File: src/rtl/input_debounce_ctrl_pkg.sv
// Shared constants and types for the input-region front end.
// Address map of the 0x7800-0x781F input window and debounce FSM states.
package input_ctrl_pkg;

    localparam logic [15:0] INPUT_BASE  = 16'h7800;
    localparam logic [15:0] INPUT_LIMIT = 16'h781F;
    localparam logic [7:0]  BTN_OFFSET  = 8'h10;
    localparam logic [7:0]  PEND_OFFSET = 8'h14;

    typedef enum logic {
        DB_STABLE,
        DB_COUNT
    } debounce_state_e;

    function automatic logic in_input_region(input logic [15:0] addr);
        return (addr >= INPUT_BASE) && (addr <= INPUT_LIMIT);
    endfunction

endpackage

File: src/rtl/input_debounce_ctrl_debounce_cell.sv
// Two-flop synchroniser plus counting debouncer for a WIDTH-bit group.
// The whole group commits together once it differs from S long enough.
module debounce_cell
    import input_ctrl_pkg::*;
#(
    parameter int              WIDTH           = 1,
    parameter int              DEBOUNCE_CYCLES = 50000,
    parameter logic [WIDTH-1:0] RESET_VAL      = '0
) (
    input  logic             clk,
    input  logic             reset,
    input  logic [WIDTH-1:0] raw,
    output logic [WIDTH-1:0] stable,
    output logic [WIDTH-1:0] stable_nxt
);

    localparam int             CW   = $clog2(DEBOUNCE_CYCLES);
    localparam logic [CW-1:0] LAST = CW'(DEBOUNCE_CYCLES - 1);

    logic [WIDTH-1:0] sync1;
    logic [WIDTH-1:0] sync2;
    logic [WIDTH-1:0] norm;
    logic [CW-1:0]    cnt;
    logic             diff;
    logic             commit;
    debounce_state_e  state;

    // RESET_VAL is the raw "released" level, so XOR yields active-high
    assign norm       = sync2 ^ RESET_VAL;
    assign diff       = (norm != stable);
    assign commit     = (state == DB_COUNT) && diff && (cnt == LAST);
    assign stable_nxt = commit ? norm : stable;

    always_ff @(posedge clk) begin
        if (reset) begin
            sync1  <= RESET_VAL;
            sync2  <= RESET_VAL;
            stable <= '0;
            cnt    <= '0;
            state  <= DB_STABLE;
        end else begin
            sync1  <= raw;
            sync2  <= sync1;
            stable <= stable_nxt;
            unique case (state)
                DB_STABLE: begin
                    if (diff) begin
                        state <= DB_COUNT;
                        cnt   <= cnt + 1'b1;
                    end else begin
                        cnt <= '0;
                    end
                end
                DB_COUNT: begin
                    if (!diff || commit) begin
                        state <= DB_STABLE;
                        cnt   <= '0;
                    end else begin
                        cnt <= cnt + 1'b1;
                    end
                end
                default: begin
                    state <= DB_STABLE;
                    cnt   <= '0;
                end
            endcase
        end
    end

endmodule

File: src/rtl/input_debounce_ctrl.sv
// Input-region front end: debounced switches/buttons and the W1C
// button-press pending register polled by firmware.
module input_debounce_ctrl
    import input_ctrl_pkg::*;
#(
    parameter logic [15:0] DEBOUNCE_CYCLES = 16'd50000,
    parameter logic        BTN_ACTIVE_LOW  = 1'b1,
    parameter logic [15:0] PEND_ADDR       = 16'h7814
) (
    input  logic        i_clk,
    input  logic        i_reset,
    input  logic [31:0] i_io_sw,
    input  logic [3:0]  i_io_btn,
    input  logic        i_st_en,
    input  logic [15:0] i_addr,
    input  logic [31:0] i_wdata,
    output logic [31:0] o_io_sw,
    output logic [3:0]  o_io_btn,
    output logic [3:0]  o_btn_pending,
    output logic        o_sw_changed
);

    localparam int DC = int'(DEBOUNCE_CYCLES);

    logic [31:0] sw_nxt;
    logic [3:0]  btn_nxt;
    logic [3:0]  btn_rise;
    logic [3:0]  clr;
    logic        pend_hit;
    logic        wdata_unused;

    debounce_cell #(
        .WIDTH          (32),
        .DEBOUNCE_CYCLES(DC),
        .RESET_VAL      (32'h0)
    ) u_sw (
        .clk       (i_clk),
        .reset     (i_reset),
        .raw       (i_io_sw),
        .stable    (o_io_sw),
        .stable_nxt(sw_nxt)
    );

    for (genvar k = 0; k < 4; k++) begin : g_btn
        debounce_cell #(
            .WIDTH          (1),
            .DEBOUNCE_CYCLES(DC),
            .RESET_VAL      (BTN_ACTIVE_LOW)
        ) u_btn (
            .clk       (i_clk),
            .reset     (i_reset),
            .raw       (i_io_btn[k]),
            .stable    (o_io_btn[k]),
            .stable_nxt(btn_nxt[k])
        );
    end

    // Press edges are seen on the commit edge itself, not a cycle later
    assign btn_rise     = btn_nxt & ~o_io_btn;
    assign pend_hit     = i_st_en && in_input_region(i_addr)
                          && (i_addr == PEND_ADDR);
    assign clr          = pend_hit ? i_wdata[3:0] : 4'h0;
    assign wdata_unused = ^i_wdata[31:4];

    always_ff @(posedge i_clk) begin
        if (i_reset) begin
            o_btn_pending <= 4'h0;
            o_sw_changed  <= 1'b0;
        end else begin
            o_btn_pending <= (o_btn_pending & ~clr) | btn_rise;
            o_sw_changed  <= |(sw_nxt ^ o_io_sw);
        end
    end

endmodule

File: config.mk
export PLATFORM = sky130hd
export DESIGN_NAME = input_debounce_ctrl
export DESIGN_NICKNAME = d
export VERILOG_FILES = /design/src/rtl/input_debounce_ctrl_pkg.sv /design/src/rtl/input_debounce_ctrl_debounce_cell.sv /design/src/rtl/input_debounce_ctrl.sv
export SDC_FILE = /design/constraint.sdc
export NUM_CORES = 1
export LEC_CHECK = 0
export ABC_AREA = 1
export BUFFER_PORTS_ARGS = -buffer_cell sky130_fd_sc_hd__buf_4
export CAP_MARGIN = 10
export CORE_UTILIZATION = 50
export CTS_CLUSTER_DIAMETER = 80
export DETAILED_ROUTE_END_ITERATION = 8
export PLACE_DENSITY = 0.73
export SKIP_CTS_REPAIR_TIMING = 1
export SLEW_MARGIN = 20
export SYNTH_ARGS = -nofsm -noshare
export SYNTH_HDL_FRONTEND = slang
export SYNTH_SLANG_ARGS = --single-unit
File: constraint.sdc
create_clock -name i_clk -period 1.57 [get_ports i_clk]
set_clock_uncertainty 0.05 [all_clocks]
set_input_delay 0.0785 -clock i_clk [delete_from_list [all_inputs] [get_ports i_clk]]
set_output_delay 0.0785 -clock i_clk [all_outputs]
set_load 0.02 [all_outputs]
==> results.tsv, run 1 <==
stage	metric	value	unit
synthesis	post-synthesis sequential area ratio	50.3	%
clock_network	total clock sinks	198	
floorplanning	Die Height	128	um
clock_network	CTS tree	built	
timing	Final Worst Setup Slack	-0.169	ns
grt	largest net degree at the start of global routing	68	
routing	Iter 0 DRT Violations	511	
synthesis	post-synthesis cell type count	36	
layout	most common cell after layout, fill and taps aside	nor2_1	
synthesis	Synth area leaders	dfxtp_1 (50%), nor2_1 (11%), nand2_1 (9.0%)	
grt	vias in the first global route	6159	
grt	initial antenna violation count	0	
routing	final wirelength	19500	um
worst_hold_path	min-delay worst type	in2reg	
run_status	failing checks	setup timing	
power	PwrDens	871	mW/mm^2
layout	commonest non-fill, non-tap cells in the layout	nor2_1 (201), buf_4 (197), inv_1 (175)	
job	max cap viols	0	
place	GPL Wtd Cong	0.842	
routing	post-route ant nets	0	
routing	drt wl/cell	12.7	um
worst_setup_path	critical path type	reg2reg	
floorplanning	Die Wd	128	um
floorplanning	die area	0.0163	sq mm
worst_setup_path	CP Data Required Time	1.85	ns
floorplanning	effective utilization at floorplan	51.5	%
place	Place WS	-0.364	ns
timing	fin crit share	111	%
timing	Worst Tran Pin Value	0.727	ns
run_status	status	complete, but fails checks	
place	dpl hpwl	10900	um
place	Inst Count DP	1440	
clock_network	Max clock buf depth	2	
layout	Layout Area Growth over Synthesis	45.0	%
layout	Finished Layout Cells	1537	
routing	drt first pass iters	5	
routing	vias per inst	4.70	
synthesis	#FFs+latches synth	198	
grt	met1 Usage GRT	24.1	%
synthesis	warnings from Yosys	0	
grt	busiest layer in global routing	met2	
synthesis	syn avg cell area	7.42	sq um
floorplanning	Placement Rows	45	
place	I/O Buffers	99	
worst_setup_path	CP Max Fanout	10	
timing	FMAX	0.575	GHz
routing	routed via count	7227	
worst_setup_path	CP Launch Type	register	
power	Static Leak	5.22	nW
synthesis	net count of the mapped netlist	1154	
grt	M3 GR Usage	4.94	%
worst_setup_path	crit end category	register	
timing	Rel. slew slack	51.5	%
synthesis	Syn Inst Count	1062	
grt	GRT Util Overall	20.3	%
timing	Setup violations, final	51	
clock_network	H-tree Lvls	4	
synthesis	top-area cell type share of the netlist area	50.3	%
clock_network	worst skew pair latency	0.43	ns
synthesis	Post-Syn Area	0.00788	sq mm
timing	Max Transition Viols Final	0	
layout	Final nets	1405	
grt	first-pass GRT wire length	26300	um
power	Total Power	0.00996	W
layout	fraction of layout cells with a size suffix above 1	31.7	%
timing	Fin. Hold Viols	0	
worst_setup_path	Critical Path AT	2.02	ns
timing	crit path time final	1.74	ns
timing	Hold Slack	0.154	ns
timing	RSZ-0062 raised after global routing	true	
clock_network	Clock Tree Root	clkbuf_16	
grt	GRT overflow	0	
floorplanning	core area	0.0153	sq mm
power	Worst IR Drop VDD	0.867	mV
layout	Antenna diodes	0	
clock_network	clock slew at reported path FFs	0.07	ns
routing	DRC Markers	0	
synthesis	Synth area leader	dfxtp_1	
floorplanning	Top Ports	128	
grt	met2 Usage GRT	34.7	%
clock_network	TritonCTS Buffers	17	
[worst max-delay path: stages (launching register included)]
cell	delay, ns
dfxtp_2	0.36
ha_4	0.14
nand2_2	0.05
inv_2	0.08
nand2_4	0.06
nor4_4	0.28
buf_6	0.17
nand2_8	0.08
buf_6	0.16
nor2_1	0.12
nor2_1	0.07
[state kept, by name, indices dropped and copies added, names as in the netlist]
name                flops
o_btn_pending           4
g_btn.u_btn.sync2       4
g_btn.u_btn.state       4
u_sw.sync1             32
g_btn.u_btn.stable      4
u_sw.cnt               16
g_btn.u_btn.sync1       4
o_sw_changed            1
u_sw.norm              32
u_sw.state              1
u_sw.stable            32
g_btn.u_btn.cnt        64
[cell usage after synthesis (all sizes together)]
library cell  instances
nand3                37
nor4                  9
nor3                 29
nand2               190
o22ai                 1
a31oi                 2
buf                  18
clkbuf                9
o211a                 1
nor3b                 4
and3                  1
nor2                235
o221a                 1
nand4                17
o21a                  2
clkinv                1
nand3b                1
a211oi                4
or2                   8
a31o                  1
ha                    5
inv                 186
a21oi                31
xor2                 15
o21ai                24
xnor2                32
dfxtp               198
[cells by family (layout without fill, tap and decap cells)]
group / after synthesis / in the layout / synth area share [%]
flops: 198 / 198 / 50.3
fa+ha+maj: 5 / 5 / 0.794
xor+xnor: 47 / 47 / 5.22
simple gates: 531 / 533 / 28.0
compound gates: 67 / 67 / 4.68
buf+inv: 214 / 476 / 11.0
[stage by stage]
| stage | utilization, % | TNS, ns | cell area (sq um) |
|---|---|---|---|
| 4_1_cts | 65.8 | -6.88 | 10100 |
| 3_5_place_dp | 62.1 | -5.41 | 9500 |
| 2_1_floorplan | - | 0 | 7910 |
| 5_1_grt | 74.6 | -10.95 | 11400 |
| 3_3_place_gp | 62.1 | -3.97 | 9500 |
| 6_report | 74.6 | -6.18 | 11400 |
[cell type report]
cell class | instances | area [sq um]
flip-flops and latches | 198 | 4020
fillers | 1078 | 3890
clock inverters | 13 | 121
inverters | 187 | 707
repair buffers | 257 | 2210
well taps | 211 | 264
clock buffers | 19 | 453
multi-input cells | 652 | 3650
[power by group]
| group | internal (W) | leakage [nW] | total (W) | switching [W] |
|---|---|---|---|---|
| Combinational | 0.000289 | 3.31 | 0.000529 | 0.000240 |
| Sequential | 0.00512 | 1.63 | 0.00518 | 0.0000564 |
| Clock | 0.00229 | 0.274 | 0.00425 | 0.00196 |
| Total | 0.00770 | 5.21 | 0.00996 | 0.00225 |
[per-layer routing]
metal | up-vias | wire [um]
met2 | 188 | 10000
met4 | 0 | 388
met1 | 3265 | 8250
li1 | 3741 | -
met5 | - | 0
met3 | 33 | 859
[final timing paths]
kind / depth (start not counted) / from / slack [ns] / end
worst min register to register: 2 / u_sw.sync1[27] / 0.34 / u_sw.norm[27]
worst max register to register: 10 / u_sw.cnt[0] / -0.17 / u_sw.stable[15]
worst min-delay path: 5 / i_addr[15] / 0.15 / o_btn_pending[1]
worst max-delay path: 10 / u_sw.cnt[0] / -0.17 / u_sw.stable[15]
(Power assumes the default switching activity.)
==> run 2, diff against run 1 <==
- CORE_UTILIZATION: 50 -> 51
- PLACE_DENSITY: 0.73 -> 0.78
==> run 2 against run 1 <==
Effect of this change: the flow finishes with violations (hold timing, setup timing); count of clock-buffer cells in the layout down 1; routed wire length down 5.0%; highest routed layer unchanged; maximum frequency up 0.65%; critical endpoint is now u_sw.stable[26]; design area fell by 2.8%; critical path depth grew 1; die area is 1.9% lower; sequential cell count unchanged; sequential power is essentially flat; via count down 0.98%; worst hold slack got worse by 0.17 ns.
==> results.tsv, run 2 (synthesis results as in run 1) <==
stage	metric	value	unit
run_status	status	complete, but fails checks	
run_status	failing checks	hold timing, setup timing	
worst_setup_path	CP Launch Type	register	
grt	GRT overflow	0	
worst_setup_path	CP Data Required Time	1.86	ns
grt	first-pass GRT wire length	25800	um
timing	Final Worst Setup Slack	-0.158	ns
job	max cap viols	0	
timing	setup TNS	-4.20	ns
routing	Iter 0 DRT Violations	437	
layout	Biggest register	g_btn.u_btn.cnt	
place	I/O Buffers	99	
worst_setup_path	worst r2r src	u_sw.stable[10]	
clock_network	H-tree Lvls	4	
place	dpl hpwl	10800	um
layout	Antenna diodes	0	
clock_network	CTS tree	built	
layout	Final nets	1387	
clock_network	Max clock buf depth	2	
grt	initial antenna violation count	0	
floorplanning	Die Wd	126	um
floorplanning	Placement Rows	45	
timing	Fin. Hold Viols	3	
worst_setup_path	critical path type	reg2reg	
routing	final wirelength	18500	um
timing	crit path time final	1.73	ns
layout	most common cell after layout, fill and taps aside	nor2_1	
worst_setup_path	R2R Path End	u_sw.stable[26]	
place	GPL Wtd Cong	0.826	
layout	Largest register FFs	64	
power	Worst IR Drop VDD	0.788	mV
layout	Layout Area Growth over Synthesis	40.9	%
worst_setup_path	Critical Path AT	2.02	ns
routing	DRC Markers	0	
worst_hold_path	Hold Path End	g_btn[0].u_btn.state	
floorplanning	Top Ports	128	
clock_network	clock slew at reported path FFs	0.08	ns
layout	fraction of layout cells with a size suffix above 1	28.6	%
layout	commonest non-fill, non-tap cells in the layout	nor2_1 (207), buf_4 (185), inv_1 (178)	
floorplanning	core area	0.0151	sq mm
routing	drt first pass iters	7	
grt	largest net degree at the start of global routing	51	
routing	post-route ant nets	0	
timing	RSZ-0062 raised after global routing	true	
power	Total Power	0.00996	W
layout	Layout fillers	1040	
worst_hold_path	hold path startpoint	i_reset	
routing	routed via count	7156	
worst_hold_path	min-delay worst type	in2reg	
routing	drt wl/cell	12.4	um
grt	GRT Util Overall	19.8	%
clock_network	worst skew pair latency	0.44	ns
timing	FMAX	0.579	GHz
worst_setup_path	crit end category	register	
worst_hold_path	WHS Path Cells	4	
timing	Hold Slack	-0.0108	ns
floorplanning	effective utilization at floorplan	52.0	%
floorplanning	Die Height	126	um
floorplanning	die area	0.0160	sq mm
timing	Setup violations, final	34	
routing	vias per inst	4.79	
place	Place WS	-0.106	ns
timing	Worst Tran Pin Value	0.541	ns
clock_network	Clock Tree Root	clkbuf_16	
worst_setup_path	CP Max Fanout	8	
timing	Rel. slew slack	63.9	%
power	PwrDens	897	mW/mm^2
timing	fin crit share	110	%
clock_network	total clock sinks	198	
worst_setup_path	r2r setup slk	-0.16	ns
power	Static Leak	5.09	nW
worst_setup_path	reg2reg path depth	11	
timing	Max Transition Viols Final	0	
clock_network	TritonCTS Buffers	17	
grt	vias in the first global route	6278	
-- run 2: changes by cell type in the layout (fill, tap and decap cells not counted), moves of 4 or more --
| cell | delta |
|---|---|
| nand2_4 | -5 |
| dfxtp_2 | -4 |
| dfxtp_1 | +4 |
| buf_4 | -12 |
| nor2_2 | -5 |
| nand2_1 | +10 |
| nor2_1 | +6 |
| nand2_2 | -4 |
-- run 2: area by class of cell --
cell class | instances | area [sq um] | share of cell area (%)
Sequential cell | 198 | 4020 | 36.2
Multi-Input combinational cell | 650 | 3500 | 31.6
Timing Repair Buffer | 241 | 2070 | 18.6
Inverter | 187 | 707 | 6.36
Clock buffer | 18 | 439 | 3.95
Tap cell | 188 | 235 | 2.12
Clock inverter | 12 | 134 | 1.21
-- run 2: how the worst max path moves through the flow --
stage,start,to,slack [ns],cells past startpoint
3_3_place_gp,u_sw.stable[27],u_sw.stable[29],-0.04,13
3_5_place_dp,u_sw.cnt[1],u_sw.stable[1],-0.11,11
2_1_floorplan,u_sw.stable[10],u_sw.stable[11],0.003,12
5_1_grt,u_sw.stable[10],u_sw.stable[26],-0.31,11
6_report,u_sw.stable[10],u_sw.stable[26],-0.16,11
4_1_cts,u_sw.cnt[1],u_sw.stable[1],-0.12,11
-- run 2: power breakdown --
part	switching [W]	internal, W	total, W
logic	0.000228	0.000280	0.000507
clock network	0.00200	0.00228	0.00428
registers	0.0000559	0.00512	0.00518
-- run 2: layer usage --
metal  vias to the layer above  wire length [um]  track usage (%)  part of all wire, %
met5                         -                 0                0                    0
met4                         0               310             7.30                  1.7
met3                        31               702             5.69                  3.8
met2                       147              9590             34.6                   52
met1                      3283              7920             23.0                   43
li1                       3695                 -                -                    -
-- run 2: worst max-delay path: stages, from the launching register on --
cell	delay [ns]
dfxtp_2	0.34
xnor2_1	0.19
nand2_1	0.09
nor2_2	0.12
nand2_1	0.07
nor2_2	0.13
nand2_2	0.09
nand2_4	0.19
clkbuf_16	0.19
nand2_1	0.06
nand2_1	0.06
nor2_1	0.04
-- run 2: stage by stage --
stage	cells	cell area, sq um	util [%]
finish	1494	11100	73.3
floorplan	1062	7910	-
detailed placement	1410	9450	62.4
CTS	1440	10000	66.2
global placement	1410	9450	62.4
global route	1494	11100	73.3
